File: src/rtl/memory_bus_arbiter.sv
// memory_bus_arbiter: round-robin two-port arbiter for a synchronous memory with pipelined reads
// and a time-bounded bus lock for atomic read-modify-write sequences.
module memory_bus_arbiter #(
    parameter int ADDR_WIDTH = 32,
    parameter int DATA_WIDTH = 32,
    parameter int LOCK_MAX   = 8
) (
    input  logic                  clock,
    input  logic                  reset_n,
    input  logic                  req_0,
    input  logic                  req_1,
    input  logic                  write_en_0,
    input  logic                  write_en_1,
    input  logic [ADDR_WIDTH-1:0] address_0,
    input  logic [ADDR_WIDTH-1:0] address_1,
    input  logic [DATA_WIDTH-1:0] write_value_0,
    input  logic [DATA_WIDTH-1:0] write_value_1,
    input  logic                  lock_0,
    input  logic                  lock_1,
    output logic                  ready_0,
    output logic                  ready_1,
    output logic                  read_valid_0,
    output logic                  read_valid_1,
    output logic [DATA_WIDTH-1:0] read_value_0,
    output logic [DATA_WIDTH-1:0] read_value_1,
    output logic                  lock_timeout,
    output logic                  memory_write_en,
    output logic [ADDR_WIDTH-1:0] memory_address,
    output logic [DATA_WIDTH-1:0] memory_write_value,
    input  logic [DATA_WIDTH-1:0] memory_read_value
);
    localparam int CW = $clog2(LOCK_MAX + 1);
    typedef enum logic [1:0] {UNLOCKED, LOCKED_0, LOCKED_1} state_t;
    state_t          state;
    logic [CW-1:0]   lock_count;
    logic            last_grant, pending_valid, pending_port;
    logic            grant_0, grant_1, grant_any, grant_lock, held_lock;
    always_comb begin
        grant_0            = req_0 && (state == LOCKED_0 || (state == UNLOCKED && (!req_1 || last_grant)));
        grant_1            = req_1 && (state == LOCKED_1 || (state == UNLOCKED && (!req_0 || !last_grant)));
        grant_any          = grant_0 || grant_1;
        grant_lock         = grant_1 ? lock_1 : grant_0 && lock_0;
        held_lock          = (state == LOCKED_1) ? lock_1 : lock_0;
        ready_0            = grant_0;
        ready_1            = grant_1;
        memory_write_en    = grant_0 ? write_en_0 : grant_1 && write_en_1;
        memory_address     = grant_0 ? address_0 : grant_1 ? address_1 : '0;
        memory_write_value = grant_0 ? write_value_0 : grant_1 ? write_value_1 : '0;
        read_valid_0       = pending_valid && !pending_port;
        read_valid_1       = pending_valid && pending_port;
        read_value_0       = read_valid_0 ? memory_read_value : '0;
        read_value_1       = read_valid_1 ? memory_read_value : '0;
    end
    always_ff @(posedge clock or negedge reset_n) begin
        if (!reset_n) begin
            state         <= UNLOCKED;
            lock_count    <= '0;
            last_grant    <= 1'b1;
            pending_valid <= 1'b0;
            pending_port  <= 1'b0;
            lock_timeout  <= 1'b0;
        end else begin
            lock_timeout  <= 1'b0;
            pending_valid <= grant_any && !memory_write_en;
            if (grant_any) begin
                last_grant <= grant_1;
                if (!memory_write_en) pending_port <= grant_1;
            end
            if (state == UNLOCKED) begin
                if (grant_lock) begin
                    state      <= grant_1 ? LOCKED_1 : LOCKED_0;
                    lock_count <= CW'(1);
                end
            end else if (!held_lock) begin
                state      <= UNLOCKED;
                lock_count <= '0;
            end else if (lock_count == CW'(LOCK_MAX)) begin
                // forced release hands the next tie to the other port
                state        <= UNLOCKED;
                lock_count   <= '0;
                lock_timeout <= 1'b1;
                last_grant   <= (state == LOCKED_1);
            end else begin
                lock_count <= lock_count + CW'(1);
            end
        end
    end
endmodule

File: config.mk
export PLATFORM = sky130hd
export DESIGN_NAME = memory_bus_arbiter
export DESIGN_NICKNAME = d
export VERILOG_FILES = /design/src/rtl/memory_bus_arbiter.sv
export SDC_FILE = /design/constraint.sdc
export NUM_CORES = 1
export LEC_CHECK = 0
export ABC_CLOCK_PERIOD_IN_PS = 1900
export CAP_MARGIN = 20
export CORE_AREA = 3 3 115 117
export CTS_CLUSTER_DIAMETER = 30
export CTS_CLUSTER_SIZE = 40
export DETAILED_ROUTE_END_ITERATION = 6
export DIE_AREA = 0 0 118 120
export PLACE_DENSITY = 0.68
export SYNTH_ARGS = -nofsm -noshare
export SYNTH_HDL_FRONTEND = slang
export SYNTH_SLANG_ARGS = --single-unit
File: constraint.sdc
create_clock -name clock -period 1.9 [get_ports clock]
set_input_delay 0.19 -clock clock [delete_from_list [all_inputs] [get_ports clock]]
set_output_delay 0.19 -clock clock [all_outputs]
set_load 0.05 [all_outputs]
# After elaboration in Yosys (flattened, before gate mapping)
# Index checks and enable logic that the tools add are counted.
word_totals:
  inputBits: 168
  output_inout_bits: 134
  wordCells: 60
  register_bits: 10
classes:
  n_reduce_logical: 22
  n_eq_ne: 5
  bitwise: 1
  mux: 25
  add_sub_neg: 1
op_table:
  columns: ["op", "n"]
  rows:
  - ["32-bit two-way mux", 6]
  - ["4-bit two-way mux", 4]
  - ["1-bit two-way mux", 10]
  - ["2-bit two-way mux", 5]
  - ["1-bit logical AND", 9]
  - ["1-bit zero test", 5]
  - ["1-bit logical OR", 5]
  - ["4-bit by 1-bit adder with 4-bit output (second input constant)", 1]
  - ["4-bit equality test (second input constant)", 1]
  - ["2-bit AND reduction", 2]
  - ["3-bit by 1-bit inequality test with 1-bit output (second input constant)", 1]
  - ["2-bit by 1-bit equality test with 1-bit output (second input constant)", 1]
  - ["2-bit equality test (second input constant)", 1]
  - ["2-bit zero test", 1]
  - ["2-bit inequality test (second input constant)", 1]
  - ["1-bit inverter", 1]

# Depth between registers and ports, before layout
logic_depth:
  word_depth: 10
  mapped_depth: 6
  ltp_nobuf: 6

# Least setup slack after synthesis
# Ideal clock, no wire load.
synth_path:
  path_kind: "register -> output"
  from: "reg pending_port"
  to: "out read_value_0[22]"
  required_ns: 1.710
  t_arrival_ns: 1.759
  path_stages_with_launch: 4
  slack_ns: -0.049
  path_buffers: 1
  cell_sequence: "dfrtp_1 nor2b_1 clkbuf_1 and2_1"
synth_via:
  elab_chain_len: 3
synth_rtl:
  columns: ["element", "line_no", "rtl"]
  rows:
  - ["from (decl)", "36", "logic last_grant, pending_valid, pending_port;"]
  - ["from (signal assigned)", "67", "if (!memory_write_en) pending_port <= grant_1;"]
  - ["1-bit zero test", "49", "read_valid_0 = pending_valid && !pending_port;"]
  - ["1-bit logical AND", "49", null]
  - ["via read_valid_0", "22", "output logic read_valid_0,"]
  - ["32-bit two-way mux", "51", "read_value_0 = read_valid_0 ? memory_read_value : '0;"]
  - ["to (decl)", "24", "output logic [DATA_WIDTH-1:0] read_value_0,"]
# The timed path passes the listed nets, and every way through them passes these cells.

# Worst setup path in the final report
layout_path:
  from: "in req_0"
  to: "out memory_write_value[20]"
layout_via:
  elab_chain_len: 7
  word_cells_on_any_way: 8
  classes_between: "mux: 2; reduce/logical: 6"
layout_rtl:
  columns: ["element", "line_no", "rtl"]
  rows:
  - ["from (decl)", "10", "input logic req_0,"]
  - ["1-bit zero test", "40", "grant_1 = req_1 && (state == LOCKED_1 || (state == UNLOCKED && (!req_0 || !last_grant)));"]
  - ["1-bit logical OR", "40", null]
  - ["1-bit logical AND", "40", null]
  - ["1-bit logical OR", "40", null]
  - ["1-bit logical AND", "40", null]
  - ["32-bit two-way mux", "48", "memory_write_value = grant_0 ? write_value_0 : grant_1 ? write_value_1 : '0;"]
  - ["32-bit two-way mux *", "48", null]
  - ["to (decl)", "29", "output logic [DATA_WIDTH-1:0] memory_write_value,"]
# Every way passes the cells marked *; elsewhere a longest branch is shown, timed or not.

==> reports/qor.txt <==
Slew headroom - 66.69%
Fraction of layout cells with a size suffix above 1 - 36.02%
Die Span X - 118 um
CP Data Arrival Time - 1.71 ns
Achievable clock frequency - 526.7 MHz
Reg-to-reg critical path startpoint - last_grant
CTS Sinks - 10
Critical Path End Type - output port
Maximum clock path buffer count - 2
Htree depth - 1
Clk slew on worst S/H paths - 0.04 ns
Setup crit start kind - primary input
Routed WL - 12850 um
Yosys warns - 0
Vias in the first global route - 3146
Final nets - 693
Maximum fanout along the worst path - 15
Initial antenna violation count - 1
Ports - 302
R2r endpoint - lock_count[2]
Fin crit share - 99.93%
Total power - 5711 uW
Crit path kind - primary input to output port
Antenna-violating nets left - 0
Largest net degree at the start of global routing - 35
WP data required - 1.71 ns
PortBufs - 301
Highest Signal Layer - met4
Reg area - 251.5 um^2
Fin. max-slew vios - 0
Initial core utilization - 13.56%
DPL Wire Length - 10810 um
Gr usage total - 16.20%
Critical-path top delay cell - clkdlybuf4s50_1
Post-Syn Nets - 381
Clk_skew - 0.001954 ns
Core Area - 12470 um^2
Metal3 WL - 1182 um
FF-to-FF path depth - 5
Die H - 120 um
Synth top area share - 34.20%
Fin crit period - 1.899 ns
Post-Place Cells - 682
Clock latency at the later pin of the worst-skew pair - 0.24 ns
Met1 wire length - 4726 um
Crit-path most repeated cell - buf_12
Most common cell after layout, fill and taps aside - clkdlybuf4s50_1
Number of synthesized register bits - 10
Worst min path class - primary input to async pin
Met2 wire length - 6727 um
Site Rows - 41
Via Count - 3114
Die area - 14160 um^2
Max incr delay on CP - 0.48 ns
Status - complete, no violations
Area Growth Syn to Fin - 296.4%
Max_cap viols - 0
Synth area leader - a22o_1
Layout fillers - 1047
RePlAce Congestion - 0.8091
Multi-input gate area in the final layout - 1421 um^2
Crit path launch - req_0
Reg2reg setup slack - 0.31 ns
Final cell count without fillers - 695
Max IR drop VDD - 415.7 uV
GR Overflow Total - 0
Number of vias per cell - 4.481
Syn avg cell area - 8.011 um^2
Finish-stage setup viols - 0
Total CTS buffers - 3
Unrepaired setup endpoints after global routing - yes
Leakage - 0.002907 uW
Final Hold Viols - 0
Initial DRC count - 99
Synth area leaders - a22o_1 34%, dfrtp_1 13%, and2_1 13%
DRC - 0
Unique masters post-synth - 38
Cell area after synthesis - 1690 um^2
Routed WL per cell - 18.49 um
Root Driver - clkbuf_16
DR pass1 iterations - 4
CTS tree - done
Pwr/cell area - 852.4 nW/um^2
Worst slew pin tran - 0.4981 ns
Crit-path cells - clkdlybuf4s50_1, nor2b_4, a21oi_4, buf_12, clkbuf_16, a22o_1, buf_12
Global-route wire length before repair - 18220 um
Post-synthesis instance total - 211
Seq/Total Area, Yosys - 14.88%
Most frequent cells in the layout - 167 x clkdlybuf4s50_1, 137 x buf_12, 52 x a22o_1
## metrics by stage
step / hold slack (ns) / setup WS, ns / util, % / instance area, um^2 / setup TNS [ns]
2_1_floorplan: -0.1056 / 0.05849 / - / 1692 / 0
3_3_place_gp: 0.5294 / -0.005601 / 50.96 / 6352 / -0.03236
3_5_place_dp: 0.5366 / -0.06696 / 50.96 / 6352 / -1.255
4_1_cts: 0.2864 / -0.03159 / 52.24 / 6513 / -0.1961
5_1_grt: 0.3172 / -0.05323 / 53.75 / 6700 / -2.380
6_report: 0.2653 / 0.001395 / 53.75 / 6700 / 0
## metal layers
| layer | track usage, % | up-vias |
|---|---|---|
| met5 | 0 | - |
| met4 | 4.029 | 0 |
| met3 | 5.325 | 17 |
| met2 | 29.82 | 192 |
| met1 | 17.97 | 1465 |
| li1 | - | 1440 |
## sequential cells by signal, indices dropped and copies added, names as in the netlist
register and cells:
lock_count 4, state 2, last_grant 1, lock_timeout 1, pending_port 1, pending_valid 1
## cell type report
type	count	area share (%)
timing repair buffer	331	70.16
multi-input combinational	173	21.21
sequential	10	3.753
tap	172	3.212
clock buffer	4	1.326
inverter	4	0.2988
antenna	1	0.03735
## Yosys cell counts, drive strengths merged
cell type / instances
and3b: 1
o32a: 1
nand2b: 2
dfstp: 1
clkbuf: 9
a311o: 1
nor4b: 1
o22ai: 1
a31oi: 1
nor2b: 3
o2bb2ai: 1
nand3b: 2
xnor2: 1
o21ai: 3
and2: 34
a22o: 66
nand2: 7
inv: 4
and2b: 1
nor3b: 2
o21bai: 1
ha: 2
a22oi: 2
and3: 32
dfrtp: 9
a21oi: 4
nor2: 1
o22a: 1
a211o: 1
nand3: 1
buf: 15
## worst max-delay path: cells and delay by family
family	cells	cell delay, ns
buffers and inverters	4	0.97
AO/OA/AOI/OAI	2	0.35
AND/OR/NAND/NOR	1	0.20
## worst max-delay path by stage
stage / depth (start not counted) / slack (ns) / to
6_report: 7 / 0.001 / memory_write_value[20]
5_1_grt: 6 / -0.05 / memory_address[0]
4_1_cts: 6 / -0.03 / memory_write_value[22]
3_5_place_dp: 7 / -0.07 / memory_write_value[12]
3_3_place_gp: 7 / -0.006 / memory_write_value[12]
2_1_floorplan: 5 / 0.06 / memory_write_value[23]
## power by group
| part | leakage (uW) | switching, uW | internal, uW |
|---|---|---|---|
| registers | 0.000128 | 52.7 | 269 |
| clock network | 0.0000442 | 98.7 | 316 |
| logic | 0.00273 | 2520 | 2460 |
| total | 0.00291 | 2670 | 3040 |
## timing repair
action | 4_1_cts | 5_1_grt
hold buffers | 0 | 0
cloned | 1 | 4
gates resized for setup | 7 | 12
pin swaps | 1 | 3
endpoints found under the setup margin | 43 | 59
buffers inserted | 1 | 2
## kinds of logic after synthesis
logic type      Yosys count  synth area share, %
flops                    10                14.88
buf+inv                  28                8.734
xor+xnor                  1               0.5182
fa+ha+maj                 2                1.480
compound gates           83                41.89
simple gates             87                32.49
(Power assumes the default switching activity.)
